## config.mk

```make
export PLATFORM = sky130hd
export DESIGN_NAME = posit_regime_pipe_flat
export DESIGN_NICKNAME = d
export VERILOG_FILES = /design/src/rtl/posit_regime_if.sv /design/src/rtl/posit_regime_pipe.sv /design/src/flat_wrapper.sv
export SDC_FILE = /design/constraint.sdc
export NUM_CORES = 1
export LEC_CHECK = 0
export ABC_CLOCK_PERIOD_IN_PS = 4200
export CAP_MARGIN = 20
export CORE_ASPECT_RATIO = 0.9
export CORE_MARGIN = 2
export CORE_UTILIZATION = 57
export DETAILED_ROUTE_END_ITERATION = 7
export PLACE_DENSITY = 0.87
export REMOVE_ABC_BUFFERS = 1
export SETUP_SLACK_MARGIN = 0.4
export SLEW_MARGIN = 20
export SYNTH_ARGS = -nofsm -noshare
export SYNTH_HDL_FRONTEND = slang
export SYNTH_SLANG_ARGS = --single-unit
```

## constraint.sdc

```tcl
create_clock -name clk -period 4.2 [get_ports clk]
set_input_delay 0.63 -clock clk [delete_from_list [all_inputs] [get_ports clk]]
set_output_delay 0.63 -clock clk [all_outputs]
set_load 0.05 [all_outputs]
```

## src/rtl/posit_regime_if.sv

```systemverilog
// posit_regime_if
//   Bundles the upstream (scale in) and downstream (regime out) handshakes of
//   posit_regime_pipe.
//
//   Handshake rule, both sides: a transfer happens on a rising clock edge where
//   valid and ready are both high. A producer holding valid high keeps its data
//   stable until that transfer. Ready may depend on the far side's ready, never
//   on the near side's valid.
//
//   Parameters: N (posit width), ES (exponent bits), SW (scale width).
//   Upstream   : in_valid, in_ready, in_scale[SW-1:0] (signed)
//   Downstream : out_valid, out_ready, out_regime[N-2:0],
//                out_rlen[$clog2(N):0], out_exp[max(ES,1)-1:0], out_sat
//   Modports   : slave  - the regime pipe itself
//                master - whatever feeds it scales and consumes its results
`timescale 1ns/1ps
interface posit_regime_if #(
    parameter int N  = 16,
    parameter int ES = 1,
    parameter int SW = 16
);
    localparam int RLW = $clog2(N) + 1;
    localparam int EW  = (ES > 0) ? ES : 1;

    logic           in_valid;
    logic           in_ready;
    logic [SW-1:0]  in_scale;
    logic           out_valid;
    logic           out_ready;
    logic [N-2:0]   out_regime;
    logic [RLW-1:0] out_rlen;
    logic [EW-1:0]  out_exp;
    logic           out_sat;

    modport slave (
        input  in_valid, in_scale, out_ready,
        output in_ready, out_valid, out_regime, out_rlen, out_exp, out_sat
    );

    modport master (
        output in_valid, in_scale, out_ready,
        input  in_ready, out_valid, out_regime, out_rlen, out_exp, out_sat
    );
endinterface

```

## src/rtl/posit_regime_pipe.sv

```systemverilog
// posit_regime_pipe
//   Two-stage pipeline that splits a signed posit scale into regime run k and
//   exponent e, then builds the MSB-aligned regime bitstring that sits below
//   the sign bit, its length (terminator included), and a saturation flag.
//
//   Ports:
//     clk    - rising-edge clock
//     rst_n  - asynchronous active-low reset; clears every valid and data reg
//     io_bus - posit_regime_if.slave (in_valid/in_ready/in_scale upstream,
//              out_valid/out_ready/out_regime/out_rlen/out_exp/out_sat down)
//
//   Stage 1 registers k = floor(scale / 2^ES), e = scale mod 2^ES, sign(k).
//   Stage 2 registers the regime pattern. Latency 2, throughput 1 per cycle.
`timescale 1ns/1ps
module posit_regime_pipe #(
    parameter int N  = 16,
    parameter int ES = 1,
    parameter int SW = 16
) (
    input  logic          clk,
    input  logic          rst_n,
    posit_regime_if.slave io_bus
);
    localparam int RW  = N - 1;
    localparam int RLW = $clog2(N) + 1;
    localparam int EW  = (ES > 0) ? ES : 1;
    // One extra bit so the most negative scale shifts and negates cleanly.
    localparam int WK  = SW + 1;
    // Compare width: wide enough for both k and the +/-N thresholds.
    localparam int WC  = (WK > 8) ? WK : 8;

    localparam logic [EW-1:0]        E_MASK = EW'((1 << ES) - 1);
    localparam logic [RW-1:0]        MSB1   = {1'b1, {(RW-1){1'b0}}};
    localparam logic signed [WC-1:0] K_HI   = WC'(N - 2);
    localparam logic signed [WC-1:0] K_LO   = WC'(-N);
    localparam logic signed [WC-1:0] K_ONE  = WC'(1);
    localparam logic signed [WC-1:0] K_TWO  = WC'(2);

    // Handshake / advance
    logic w_adv1;
    logic w_adv2;
    logic w_accept;

    // Stage 1
    logic                 r_v1;
    logic signed [WK-1:0] r_k1;
    logic [EW-1:0]        r_e1;
    logic                 r_neg1;
    logic signed [WK-1:0] w_k0;
    logic [EW-1:0]        w_e0;

    // Stage 2
    logic                 r_v2;
    logic [RW-1:0]        r_regime2;
    logic [RLW-1:0]       r_rlen2;
    logic [EW-1:0]        r_exp2;
    logic                 r_sat2;

    // Stage 2 combinational
    logic signed [WC-1:0] w_k;
    logic signed [WC-1:0] w_m;
    logic                 w_sat_hi;
    logic                 w_sat_lo;
    logic [RLW-1:0]       w_ones;
    logic [RLW-1:0]       w_zsh;
    logic [RW-1:0]        w_regime;
    logic [RLW-1:0]       w_rlen;
    logic [EW-1:0]        w_exp;

    // An empty stage always loads, so bubbles collapse; in_ready never looks
    // at in_valid.
    assign w_adv2   = !r_v2 || io_bus.out_ready;
    assign w_adv1   = !r_v1 || w_adv2;
    assign w_accept = io_bus.in_valid && w_adv1;

    // Arithmetic shift of the sign-extended scale is floor division by 2^ES.
    assign w_k0 = $signed({io_bus.in_scale[SW-1], io_bus.in_scale}) >>> ES;
    assign w_e0 = io_bus.in_scale[EW-1:0] & E_MASK;

    assign w_k = WC'(r_k1);
    assign w_m = -w_k;

    assign w_sat_hi = !r_neg1 && (w_k >= K_HI);
    assign w_sat_lo =  r_neg1 && (w_k <= K_LO);

    // Positive run: min(k+1, N-1) leading ones; the terminating 0 falls out
    // of the zero fill (and drops off the end once saturated).
    assign w_ones = w_sat_hi ? RLW'(N - 1) : RLW'(w_k + K_ONE);
    // Negative run: a single 1 after min(-k, N-2) zeros. Clamping at N-2
    // yields the minpos pattern both for k = -(N-1) and for saturation.
    assign w_zsh  = (w_m >= K_HI) ? RLW'(N - 2) : RLW'(w_m);

    always_comb begin
        w_regime = '0;
        w_rlen   = '0;
        if (r_neg1) begin
            w_regime = MSB1 >> w_zsh;
            w_rlen   = w_sat_lo ? RLW'(N - 1) : RLW'(w_m + K_ONE);
        end else begin
            w_regime = ~({RW{1'b1}} >> w_ones);
            w_rlen   = w_sat_hi ? RLW'(N - 1) : RLW'(w_k + K_TWO);
        end
    end

    assign w_exp = (w_sat_hi || w_sat_lo) ? '0 : r_e1;

    always_ff @(posedge clk or negedge rst_n) begin
        if (!rst_n) begin
            r_v1      <= 1'b0;
            r_k1      <= '0;
            r_e1      <= '0;
            r_neg1    <= 1'b0;
            r_v2      <= 1'b0;
            r_regime2 <= '0;
            r_rlen2   <= '0;
            r_exp2    <= '0;
            r_sat2    <= 1'b0;
        end else begin
            if (w_adv1) begin
                r_v1 <= w_accept;
                if (w_accept) begin
                    r_k1   <= w_k0;
                    r_e1   <= w_e0;
                    r_neg1 <= w_k0[WK-1];
                end
            end
            if (w_adv2) begin
                r_v2 <= r_v1;
                if (r_v1) begin
                    r_regime2 <= w_regime;
                    r_rlen2   <= w_rlen;
                    r_exp2    <= w_exp;
                    r_sat2    <= w_sat_hi || w_sat_lo;
                end
            end
        end
    end

    assign io_bus.in_ready   = w_adv1;
    assign io_bus.out_valid  = r_v2;
    assign io_bus.out_regime = r_regime2;
    assign io_bus.out_rlen   = r_rlen2;
    assign io_bus.out_exp    = r_exp2;
    assign io_bus.out_sat    = r_sat2;
endmodule

```

## src/flat_wrapper.sv

```systemverilog
// flat-port wrapper written by rule: the top's interface ports become plain ports
module posit_regime_pipe_flat 
#(
    parameter int N  = 16,
    parameter int ES = 1,
    parameter int SW = 16
)
  (clk, rst_n, io_bus_in_valid, io_bus_in_scale, io_bus_out_ready, io_bus_in_ready, io_bus_out_valid, io_bus_out_regime, io_bus_out_rlen, io_bus_out_exp, io_bus_out_sat);
  posit_regime_if #(.N(N), .ES(ES), .SW(SW)) io_bus_i ();
  input  logic clk;
  input  logic rst_n;
  input wire logic [$bits(io_bus_i.in_valid)-1:0] io_bus_in_valid;
  input wire logic [$bits(io_bus_i.in_scale)-1:0] io_bus_in_scale;
  input wire logic [$bits(io_bus_i.out_ready)-1:0] io_bus_out_ready;
  output wire logic [$bits(io_bus_i.in_ready)-1:0] io_bus_in_ready;
  output wire logic [$bits(io_bus_i.out_valid)-1:0] io_bus_out_valid;
  output wire logic [$bits(io_bus_i.out_regime)-1:0] io_bus_out_regime;
  output wire logic [$bits(io_bus_i.out_rlen)-1:0] io_bus_out_rlen;
  output wire logic [$bits(io_bus_i.out_exp)-1:0] io_bus_out_exp;
  output wire logic [$bits(io_bus_i.out_sat)-1:0] io_bus_out_sat;
  assign io_bus_i.in_valid = io_bus_in_valid;
  assign io_bus_i.in_scale = io_bus_in_scale;
  assign io_bus_i.out_ready = io_bus_out_ready;
  assign io_bus_in_ready = io_bus_i.in_ready;
  assign io_bus_out_valid = io_bus_i.out_valid;
  assign io_bus_out_regime = io_bus_i.out_regime;
  assign io_bus_out_rlen = io_bus_i.out_rlen;
  assign io_bus_out_exp = io_bus_i.out_exp;
  assign io_bus_out_sat = io_bus_i.out_sat;
  posit_regime_pipe #(.N(N), .ES(ES), .SW(SW)) u_core (.clk(clk), .rst_n(rst_n), .io_bus(io_bus_i));
endmodule
```

# Word-level counts from Yosys, hierarchy flattened

Cells that the tools add are included.

Multiplexer cells: 7
Bitwise gates (word level): 1
$mul: 0
$lt $le $gt $ge: 3
Equality and inequality tests: 0
Reductions and logical operators: 11
$add $sub $neg: 4
Divide/modulo/power cells: 0
Shifts and indexed selects: 2

Operator list:

| cell                                                            | number |
|---|---|
| >> shifter 15 x 5 -> 15 bit, first input constant               | 2 |
| 2-to-1 mux 5 bit                                                | 5 |
| >= comparator 17 x 5 -> 1 bit, second input constant            | 1 |
| negator 15 -> 17 bit                                            | 1 |
| >= comparator 15 x 5 -> 1 bit, second input constant            | 1 |
| less-or-equal comparator 15 x 5 -> 1 bit, second input constant | 1 |
| 2-to-1 mux 15 bit                                               | 1 |
| NOT 15 bit                                                      | 1 |
| adder 5 x 2 -> 5 bit, second input constant                     | 2 |
| adder 5 x 3 -> 5 bit, second input constant                     | 1 |
| AND reduction 2 bit                                             | 2 |
| logical AND 1 bit                                               | 3 |
| logical NOT 1 bit                                               | 3 |
| logical OR 1 bit                                                | 3 |
| 2-to-1 mux 1 bit                                                | 1 |

Register bits after elaboration: 41
Output and inout bits: 24
ROM bits: 0
Logic and storage cells: 37
Memories kept: 0
Latch bits: 0
Input port bits: 20
RAM bits: 0

# Logic depth before layout (Yosys ltp)

Gate-level depths: netlist (run 1).

Depth in word-level cells: 6
Gate-level depth with buffers: 10
Depth with buffers taken out: 8

# Least setup slack after synthesis (run 1)

Ideal clock, no wire load.

Path kind: reg-to-reg
Start: register u_core.r_k1[0]
End: register u_core.r_regime2[3] (netlist: u_core.io_bus.out_regime[3])
Arrival time: 2.574 ns
Clock period less this slack: 2.677 ns
Library setup time: 0.103 ns
Data required time: 4.097 ns
Stages on the path, launching flop included: 10
Path slack: 1.523 ns
Buffers on the path: 1
Cells stage by stage: dfrtp_1 -> clkbuf_8 -> inv_1 -> ha_1 -> or4b_1 -> o32ai_2 -> o32ai_1 -> nor4_4 -> nand2_4 -> o41ai_2

Word-level cells in the longest chain between the ends: 6
Elaborated cells between the ends (all ways): 11
Those cells by class: 2 x add/sub; 2 x order compare; 2 x shift; 3 x mux; 1 x bitwise; 1 x reduce/logical

RTL lines:

| item                                                         | line                     | text |
|---|---|---|
| start: declaration                                           | posit_regime_pipe.sv:46  | `logic signed [WK-1:0] r_k1;` |
| start signal: assignment                                     | posit_regime_pipe.sv:122 | `r_k1 <= w_k0;` |
| branches (longest 5 deep; another with negator 15 -> 17 bit) | -                        |  |
| 2-to-1 mux 15 bit *                                          | posit_regime_pipe.sv:96  | `if (r_neg1) begin` |
| end signal: assignment                                       | posit_regime_pipe.sv:130 | `r_regime2 <= w_regime;` |
| end: declaration                                             | posit_regime_pipe.sv:54  | `logic [RW-1:0] r_regime2;` |

Mark *: on every way between the ends.
A chain may end at the register's enable or synchronous reset.

# Worst setup path in the final report (run 1)

Same ends and word-level chain as after synthesis.

==> flow_summary_export.csv, run 1 <==
group,metric,value,unit
worst_setup_path,start_kind,"flop",
global_route,grt_pass1_wl,9520,µm
finish,drive_above_1_share,12.7,%
cts,ctsResizeCount,0,
power,pwr-share-clk,19.8,%
die,rows,22,
placement,port_buffers,43,
cts,clk_path_buf_depth,2,
worst_setup_path,worstPathArrival,3.25,ns
cts,cts_max_level,2,
timing,finalSetupViolCount,0,
die,start_util,60.5,%
power,vdd.ir_drop.worst,0.000300,V
timing,period_minus_slack,3.06,ns
power,p_sw,0.545,mW
synth,ys_top_cells_by_area,"dfrtp_1, mux2_2, nor2_1",
timing,clock.fmax,0.327,GHz
cts,holdBufCountCts,0,
worst_setup_path,critPathLaunch,"u_core.r_k1[0]",
finish,n_antenna_cell,0,
timing,rsz0062_at_grt,"no",
timing,worst_slew_pin_slew,1.03,ns
synth,syn_area,2510,µm²
synth,synth-seq-cells,40,
route,drt-total-wl,5610,µm
worst_setup_path,r2r_end,"u_core.io_bus.out_regime[3]",
synth,yosys_warnings,0,
cts,cts_sinks,40,
synth,synth_cell_types,60,
power,total_power,1.32,mW
die,die-height,67.0,µm
worst_setup_path,r2r_slack,1.14,ns
die,num_io_pins,44,
cts,cts_tree,"done",
power,p_int,0.773,mW
finish,final_net_count,332,
finish,fin_util,72.8,%
cts,insertion_delay,0.29,ns
worst_setup_path,crit_chain,"inv_1, ha_1, or3b_2, nor4_1, a311oi_1, nor4_4, nand2_4, o41ai_2",
timing,fin_crit_sh,72.9,%
cts,postCtsSetupRepairBufs,0,
hold_path,hold_class,"in2async",
worst_setup_path,cp-end-kind,"flop",
worst_setup_path,rr_worst_depth,8,
synth,syn_area_per_cell,9.35,µm²
finish,final_cells,367,
placement,dp_cells,359,
route,first_pass_iters,5,
timing,setup_tns,0,ns
cts,cts_root_buffer,"clkbuf_8",
power,p_seq_share,40.2,%
worst_setup_path,criticalPathCategory,"reg2reg",
synth,yosysTopAreaCell,"dfrtp_1",
synth,syn_inst,269,
synth,async_flop_share,100,%
worst_setup_path,crit_family,"simple AND/OR/NAND/NOR gates",
synth,synth_edf_count,0,
route,avgRoutedWirePerCell,15.3,µm
timing,clock_skew,0.0103,ns
route,first_iter_violations,208,
power,total_leakage_power,1.18,nW
worst_setup_path,crit_slowest_cell,"nor4_4",
synth,synth_seq_area_share,39.8,%
worst_setup_path,critical_path_cell_count,8,
finish,syn2layout_area_growth,20.2,%
synth,synth_top_area_share,39.8,%
worst_setup_path,path_buf_inv,1,
cts,cts_buffers,5,
worst_setup_path,required,4.39,ns
cts,clkTransAtPathRegs,0.08,ns
power,switching_share,41.3,%
power,p_per_area,436,nW/µm²
power,p_comb_share,40.0,%
worst_setup_path,worstPathMaxFanout,15,
global_route,antenna_found_initial,0,
global_route,grt_pass1_vias,2050,
route,vias_per_cell,5.95,
worst_setup_path,crit_end,"u_core.io_bus.out_regime[3]",
placement,gp_congestion,0.949,
global_route,grt_usage,24.9,%
route,drc_errors,0,
run,maxCapViolations,0,
route,ant_nets,0,
route,route.vias.total,2184,
synth,synth-main-ff-cell,"dfrtp_1",
timing,slew_viol_final,0,
placement,hpwl,4050,µm
die,die-area,4960,µm²
worst_setup_path,cpPeakStageDelay,0.57,ns
timing,max_slew_margin,30.4,%
die,dieWidth,74.0,µm
global_route,grt_start_max_net_pins,41,
worst_setup_path,crit-reg2reg-launch,"u_core.r_k1[0]",
timing,hold_viol_final,0,
die,core,4160,µm²
global_route,grt-ovfl-total,0,
run_status,run_status,"finished clean",
layout by cell type (no fill, tap or decap), types with 3 or more instances in the layout:
master / n
a21oi_1: 14
a22oi_1: 6
a311oi_1: 3
clkbuf_8: 6
clkdlybuf4s50_1: 42
dfrtp_1: 40
ha_1: 6
inv_1: 8
mux2_2: 17
nand2_1: 25
nand2b_1: 5
nand3_1: 13
nand4_1: 4
nor2_1: 28
nor2b_1: 3
nor3_1: 5
nor4_1: 4
o211ai_1: 3
o21ai_0: 18
o31ai_1: 3
xnor2_1: 6
xor2_1: 3
power groups by stage:
| stage | clock, mW | sequential (mW) | combinational, mW |
|---|---|---|---|
| final | 0.261 | 0.529 | 0.528 |
| after global routing | 0.286 | 0.540 | 0.570 |
| after CTS | 0.265 | 0.528 | 0.526 |
| after detailed placement | 0 | 0.534 | 0.523 |
| after global placement | 0 | 0.530 | 0.518 |
| after floorplan | 0 | 0.652 | 0.230 |
cells by family after synthesis:
family / after synthesis / share of synthesized area, %
simple gates: 106 / 22.4
compound gates: 69 / 19.1
flops: 40 / 39.8
buf+inv: 21 / 4.53
mux: 18 / 8.01
xor+xnor: 9 / 3.13
fa+ha+maj: 6 / 2.98
worst min path at each step:
stage	start	to	slack, ns	cells after the start
5_1_grt	u_core.io_bus.out_sat	u_core.io_bus.out_sat	0.51	2
2_1_floorplan	rst_n	u_core.io_bus.out_exp	0.33	0
4_1_cts	rst_n	u_core.r_k1[3]	0.47	1
3_5_place_dp	u_core.io_bus.out_exp	u_core.io_bus.out_exp	0.47	2
6_report	rst_n	u_core.io_bus.out_rlen[1]	0.44	1
3_3_place_gp	u_core.io_bus.out_rlen[3]	u_core.io_bus.out_rlen[3]	0.46	2
cells in the mapped netlist (2+ instances only):
| library cell | n |
|---|---|
| o2111ai_1 | 2 |
| mux2_2 | 17 |
| nor2_1 | 28 |
| a22oi_1 | 6 |
| and2_1 | 2 |
| clkbuf_8 | 3 |
| dfrtp_1 | 40 |
| ha_1 | 6 |
| inv_1 | 8 |
| a21oi_1 | 14 |
| a311oi_1 | 3 |
| xor2_1 | 3 |
| xnor2_1 | 6 |
| nor4_1 | 4 |
| nor3_1 | 5 |
| o21ai_1 | 2 |
| clkbuf_1 | 8 |
| a41oi_1 | 2 |
| nand3_1 | 13 |
| nand2_1 | 25 |
| nand3b_1 | 2 |
| o211ai_1 | 3 |
| nand2b_1 | 5 |
| o21ai_0 | 18 |
| nor3b_1 | 2 |
| o31ai_1 | 3 |
| nand4_1 | 4 |
| nor2b_1 | 3 |
layout make-up:
type | instances | area (µm²)
Multi-Input combinational cell | 208 | 1400
Fill cell | 307 | 1130
Sequential cell | 40 | 1000
Timing Repair Buffer | 43 | 425
Clock buffer | 6 | 82.6
Tap cell | 60 | 75.1
Inverter | 8 | 30.0
Clock inverter | 2 | 10.0
metal layers:
metal	vias to the layer above	GRT usage, %	share of wire (%)	routed length, µm
li1	1053	-	-	-
met1	1032	36.1	46	2560
met2	92	37.7	45	2530
met3	7	4.99	8.4	470
met4	0	7.05	0.84	47
met5	-	0	0	0
registers in the layout, indices dropped and copies added, names as in the netlist:
signal and cells:
u_core.io_bus.out_exp 1, u_core.r_k1 14, u_core.r_e1 1, u_core.r_v1 1, u_core.io_bus.out_sat 1, u_core.r_neg1 1
u_core.io_bus.out_regime 15, u_core.io_bus.out_valid 1, u_core.io_bus.out_rlen 5
per-stage QoR:
| step | setup WS (ns) | hold WS (ns) | area [µm²] |
|---|---|---|---|
| final | 1.14 | 0.441 | 3020 |
| after global routing | 0.899 | 0.513 | 3020 |
| after CTS | 1.17 | 0.471 | 3020 |
| after detailed placement | 1.18 | 0.475 | 2930 |
| after global placement | 1.38 | 0.463 | 2930 |
| after floorplan | 1.56 | 0.334 | 2430 |
worst reg2reg max path: stages, from the launching register on:
cell,delay [ns]
dfrtp_1,0.56
inv_1,0.19
ha_1,0.26
or3b_2,0.49
nor4_1,0.31
a311oi_1,0.13
nor4_4,0.57
nand2_4,0.12
o41ai_2,0.34
Power figures use the tool's default switching activity.
==> inputs of run 2 (changes only) <==
--- a/config.mk
+++ b/config.mk
@@ -5,13 +5,13 @@
 export SDC_FILE = /design/constraint.sdc
 export NUM_CORES = 1
 export LEC_CHECK = 0
-export ABC_CLOCK_PERIOD_IN_PS = 4200
+export ABC_CLOCK_PERIOD_IN_PS = 2700
 export CAP_MARGIN = 20
 export CORE_ASPECT_RATIO = 0.9
 export CORE_MARGIN = 2
-export CORE_UTILIZATION = 57
+export CORE_UTILIZATION = 48
 export DETAILED_ROUTE_END_ITERATION = 7
-export PLACE_DENSITY = 0.87
+export PLACE_DENSITY = 0.79
 export REMOVE_ABC_BUFFERS = 1
 export SETUP_SLACK_MARGIN = 0.4
 export SLEW_MARGIN = 20
==> constraint.sdc (replaced) <==
create_clock -name clk -period 2.7 [get_ports clk]
set_input_delay 0.405 -clock clk [delete_from_list [all_inputs] [get_ports clk]]
set_output_delay 0.405 -clock clk [all_outputs]
set_load 0.05 [all_outputs]
==> run 2 against run 1 <==
Die area up 18%. Setup slack worse by 0.77 ns. Cell area up 9.5%. Total power up 67%. Register-to-register slack worse by 0.77 ns. Combinational power up 81%. First-iteration DRC count up 4.8%. Sequential cell count unchanged. Largest power group is now combinational logic.
==> flow_summary_export.csv, run 2 (synthesized netlist as in run 1, its figures left out) <==
group,metric,value,unit
worst_setup_path,worstPathArrival,2.55,ns
global_route,grt_start_max_net_pins,41,
route,vias_per_cell,6.06,
power,switching_share,41.2,%
die,start_util,50.8,%
cts,cts_sinks,40,
worst_setup_path,crit_family,"simple AND/OR/NAND/NOR gates",
power,p_per_area,663,nW/µm²
placement,dp_slack,0.147,ns
worst_setup_path,r2r_slack,0.37,ns
die,num_io_pins,44,
timing,max_slew_margin,42.2,%
power,p_int,1.29,mW
cts,cts_max_level,2,
power,p_seq_share,36.3,%
finish,n_antenna_cell,0,
worst_setup_path,crit_slowest_cell,"or4_1",
finish,largest_register_ffs,15,
timing,slew_viol_final,0,
timing,fin_crit_sh,86.5,%
route,ant_nets,0,
placement,port_buffers,43,
route,first_pass_iters,5,
finish,syn2layout_area_growth,31.6,%
timing,period_minus_slack,2.33,ns
timing,worst_slew_pin_slew,0.867,ns
timing,clock.fmax,0.428,GHz
route,avgRoutedWirePerCell,16.6,µm
route,first_iter_violations,218,
hold_path,hold_class,"in2async",
power,p_comb_share,43.6,%
cts,cts_tree,"done",
worst_setup_path,required,2.92,ns
worst_setup_path,cp-end-kind,"flop",
cts,insertion_delay,0.30,ns
finish,drive_above_1_share,23.6,%
placement,hpwl,4400,µm
cts,cts_buffers,5,
route,route.vias.total,2368,
die,dieWidth,80.3,µm
global_route,grt_pass1_vias,2257,
timing,setup_ws,0.366,ns
cts,cts_root_buffer,"clkbuf_8",
route,drt-total-wl,6510,µm
timing,hold_viol_final,0,
timing,setup_tns,0,ns
finish,final_net_count,352,
die,core,4950,µm²
worst_setup_path,critPathLaunch,"u_core.r_k1[7]",
timing,clock_skew,0.00403,ns
worst_setup_path,cpPeakStageDelay,0.60,ns
die,die-area,5840,µm²
global_route,grt_pass1_wl,10900,µm
die,rows,24,
timing,whs,0.211,ns
power,vdd.ir_drop.worst,0.000358,V
finish,final_common_cell,"clkdlybuf4s50_1",
cts,holdBufCountCts,0,
worst_setup_path,worstPathMaxFanout,8,
worst_setup_path,start_kind,"flop",
worst_setup_path,path_buf_inv,1,
run_status,run_status,"finished clean",
timing,finalSetupViolCount,0,
power,p_sw,0.903,mW
worst_setup_path,criticalPathCategory,"reg2reg",
worst_setup_path,crit_chain,"or4_1, nor4_4, a311oi_1, nor4_4, buf_6, nand3_2, o31ai_2",
run,maxCapViolations,0,
worst_setup_path,crit-reg2reg-launch,"u_core.r_k1[7]",
global_route,grt_usage,24.1,%
worst_setup_path,cp_common_cell,"nor4_4",
power,total_power,2.19,mW
placement,gp_congestion,0.936,
power,pwr-share-clk,20.0,%
route,drc_errors,0,
global_route,antenna_found_initial,0,
timing,rsz0062_at_grt,"yes",
cts,clkTransAtPathRegs,0.08,ns
power,total_leakage_power,1.29,nW
global_route,grt-ovfl-total,0,
die,die-height,72.7,µm
cts,clk_path_buf_depth,2,
finish,final_cell_mix,"clkdlybuf4s50_1, dfrtp_1, nor2_1",
## run 2: path summary, 6_finish.rpt
path / cells after the start / endpoint
max in group asynchronous: 1 / u_core.r_k1[2]
setup / recovery: 7 / u_core.io_bus.out_regime[5]
hold / removal: 1 / u_core.r_k1[10]
min in group clk: 2 / u_core.io_bus.out_sat
setup reg to reg: 7 / u_core.io_bus.out_regime[5]
hold reg to reg: 2 / u_core.io_bus.out_sat
## run 2: worst register-to-register path, stage by stage, from the launching register on
cell and delay (ns):
dfrtp_2 0.45, or4_1 0.60, nor4_4 0.31, a311oi_1 0.10, nor4_4 0.26, buf_6 0.18, nand3_2 0.11, o31ai_2 0.24
## run 2: power by group through the flow
stage	clock network, mW	logic (mW)	registers (mW)
after floorplan	0	0.358	1.01
after global placement	0	0.872	0.797
after detailed placement	0	0.880	0.802
after CTS	0.445	0.931	0.794
after global routing	0.465	1.03	0.812
final	0.440	0.958	0.797
## run 2: routing by layer
| layer | vias to the layer above | part of all wire (%) | GRT usage (%) |
|---|---|---|---|
| li1 | 1096 | - | - |
| met1 | 1160 | 44 | 31.6 |
| met2 | 94 | 48 | 40.0 |
| met3 | 18 | 5.9 | 4.21 |
| met4 | 0 | 2.8 | 9.60 |
| met5 | - | 0 | 0 |
## run 2: stage by stage
| step | cells | cell area, µm² | util, % |
|---|---|---|---|
| finish | 391 | 3310 | 66.8 |
| global placement | 377 | 3040 | 61.3 |
| floorplan | 256 | 2430 | - |
| CTS | 391 | 3260 | 65.9 |
| global route | 391 | 3310 | 66.8 |
| detailed placement | 377 | 3040 | 61.3 |
## run 2: cell type report
cell class                 instances  area, µm²
inverter                           8       30.0
clock buffer                       7       96.3
multi-input combinational        208       1520
tap                               65       81.3
fill                             396       1640
sequential                        40       1000
timing repair buffer              63        582
## run 2: repair_timing
| action | CTS | global route |
|---|---|---|
| pin swaps | 5 | 7 |
| cloned | 0 | 0 |
| setup endpoints to repair | 16 | 17 |
| resized for setup | 18 | 11 |
| buffers inserted | 7 | 0 |
==> inputs of run 3 (changes only) <==
--- a/config.mk
+++ b/config.mk
@@ -9,9 +9,10 @@
 export CAP_MARGIN = 20
 export CORE_ASPECT_RATIO = 0.9
 export CORE_MARGIN = 2
-export CORE_UTILIZATION = 48
+export CORE_UTILIZATION = 57
 export DETAILED_ROUTE_END_ITERATION = 7
-export PLACE_DENSITY = 0.79
+export DONT_BUFFER_PORTS = 1
+export PLACE_DENSITY = 0.77
 export REMOVE_ABC_BUFFERS = 1
 export SETUP_SLACK_MARGIN = 0.4
 export SLEW_MARGIN = 20
==> run 3 against run 2 <==
Wire length decreased by 8.5%. Via count decreased by 6.6%. Utilization increased by 4.9 points. Fmax decreased by 2.3%. Combinational power decreased by 35%. Critical path type unchanged.
==> flow_summary_export.csv, run 3 (synthesized netlist as in run 1, its figures left out) <==
group,metric,value,unit
timing,slew_viol_final,0,
finish,register_area,1000,µm²
cts,clkTransAtPathRegs,0.07,ns
timing,hold_viol_final,0,
worst_setup_path,worstPathMaxFanout,4,
finish,syn2layout_area_growth,18.5,%
worst_setup_path,path_buf_inv,3,
cts,cts_max_level,2,
global_route,grt-ovfl-total,0,
finish,final_net_count,312,
die,dieWidth,74.0,µm
die,die-height,67.0,µm
timing,setup_tns,0,ns
die,die-area,4960,µm²
power,pwr-share-clk,22.4,%
power,p_int,1.23,mW
power,vdd.ir_drop.worst,0.000494,V
placement,hpwl,4140,µm
timing,clock_skew,0.0125,ns
finish,final_common_cell,"dfrtp_1",
global_route,grt_pass1_wl,9650,µm
route,first_pass_iters,5,
worst_setup_path,crit_family,"simple AND/OR/NAND/NOR gates",
timing,max_slew_margin,55.8,%
global_route,grt_usage,25.4,%
worst_setup_path,required,2.91,ns
hold_path,hold_class,"in2reg",
timing,finalSetupViolCount,0,
finish,n_antenna_cell,0,
finish,drive_above_1_share,28.6,%
power,p_comb_share,29.5,%
finish,final_cell_mix,"dfrtp_1, nor2_1, nand2_1",
finish,multiInputGateArea,1560,µm²
die,rows,22,
route,avgRoutedWirePerCell,17.2,µm
timing,rsz0062_at_grt,"yes",
cts,cts_buffers,5,
cts,insertion_delay,0.29,ns
run_status,run_status,"finished clean",
cts,cts_tree,"done",
power,p_seq_share,48.2,%
route,vias_per_cell,6.37,
route,drc_errors,0,
route,route.vias.total,2211,
finish,largest_register_ffs,15,
die,start_util,60.5,%
global_route,grt_start_max_net_pins,41,
worst_setup_path,crit_slowest_cell,"or4b_4",
finish,fillers,315,
power,total_leakage_power,1.15,nW
worst_setup_path,crit_chain,"inv_2, ha_4, or4b_4, o32ai_4, o32ai_2, nor4_4, buf_4, buf_6, nand4_1, a21oi_1",
timing,fin_crit_sh,88.5,%
cts,clk_path_buf_depth,2,
power,switching_share,41.8,%
global_route,grt_pass1_vias,2058,
worst_setup_path,start_kind,"flop",
worst_setup_path,worstPathArrival,2.60,ns
cts,cts_sinks,40,
global_route,antenna_found_initial,0,
route,drt-total-wl,5950,µm
placement,port_buffers,0,
worst_setup_path,cp-end-kind,"flop",
timing,clock.fmax,0.419,GHz
route,first_iter_violations,190,
die,core,4160,µm²
run,maxCapViolations,0,
die,num_io_pins,44,
timing,worst_slew_pin_slew,0.661,ns
power,p_sw,0.884,mW
worst_setup_path,criticalPathCategory,"reg2reg",
cts,cts_root_buffer,"clkbuf_8",
placement,gp_congestion,0.962,
timing,whs,0.227,ns
power,p_per_area,709,nW/µm²
timing,period_minus_slack,2.39,ns
route,ant_nets,0,
worst_setup_path,cpPeakStageDelay,0.47,ns
==> run 3: per-layer routing <==
layer,vias up,track usage (%),share of wire [%]
met5,-,0,0
met4,0,6.59,0.84
met3,6,5.60,9.0
met2,120,39.5,45
met1,1067,35.7,45
li1,1018,-,-
==> run 3: worst paths after layout <==
check,slack (ns),endpoint,from,cells past startpoint
max in group asynchronous,1.94,u_core.r_k1[3],rst_n,2
setup reg to reg,0.31,u_core.io_bus.out_regime[6],u_core.r_k1[1],10
hold / removal,0.23,u_core.r_v1,io_bus_in_valid,1
min in group asynchronous,0.57,u_core.io_bus.out_regime[3],rst_n,2
hold reg to reg,0.51,u_core.r_e1,u_core.r_e1,1
setup / recovery,0.31,u_core.io_bus.out_regime[6],u_core.r_k1[1],10
==> run 3: final cells by class <==
type                            instances  area share, %
Inverter                                8           1.01
Multi-Input combinational cell        208           52.3
Tap cell                               60           2.52
Sequential cell                        40           33.7
Clock buffer                            6           2.44
Timing Repair Buffer                   23           6.85
Clock inverter                          2           1.18
==> run 3: power by group through the flow <==
stage	Clock, mW	Sequential, mW	Combinational (mW)
6_report	0.472	1.02	0.623
5_1_grt	0.513	1.03	0.681
4_1_cts	0.480	1.01	0.574
3_5_place_dp	0	1.02	0.507
3_3_place_gp	0	1.02	0.498
2_1_floorplan	0	1.01	0.358
==> run 3: repair_timing <==
action | in CTS | in global routing
pin swaps | 11 | 5
hold buffers | 2 | 0
endpoints found under the setup margin | 15 | 16
cloned | 0 | 0
hold endpoints to repair | 40 | 0
setup buffers | 6 | 1
gates resized for setup | 17 | 17
==> run 3: worst register-to-register path, delay by kind of cell (launching register included) <==
family | cells | cell delay [ns]
buf+inv | 3 | 0.38
simple gates | 3 | 0.91
fa+ha+maj | 1 | 0.15
flops | 1 | 0.39
compound gates | 3 | 0.49
==> run 3: per-stage QoR <==
| step | instance area (µm²) | power (mW) | worst slack (ns) | instances | util (%) |
|---|---|---|---|---|---|
| CTS | 2870 | 2.07 | 0.319 | 346 | 69.0 |
| finish | 2980 | 2.11 | 0.311 | 347 | 71.7 |
| global placement | 2610 | 1.52 | 0.192 | 330 | 62.8 |
| global route | 2980 | 2.23 | 0.219 | 347 | 71.7 |
| detailed placement | 2610 | 1.53 | 0.0858 | 330 | 62.8 |
| floorplan | 2430 | 1.37 | 0.0634 | 256 | - |
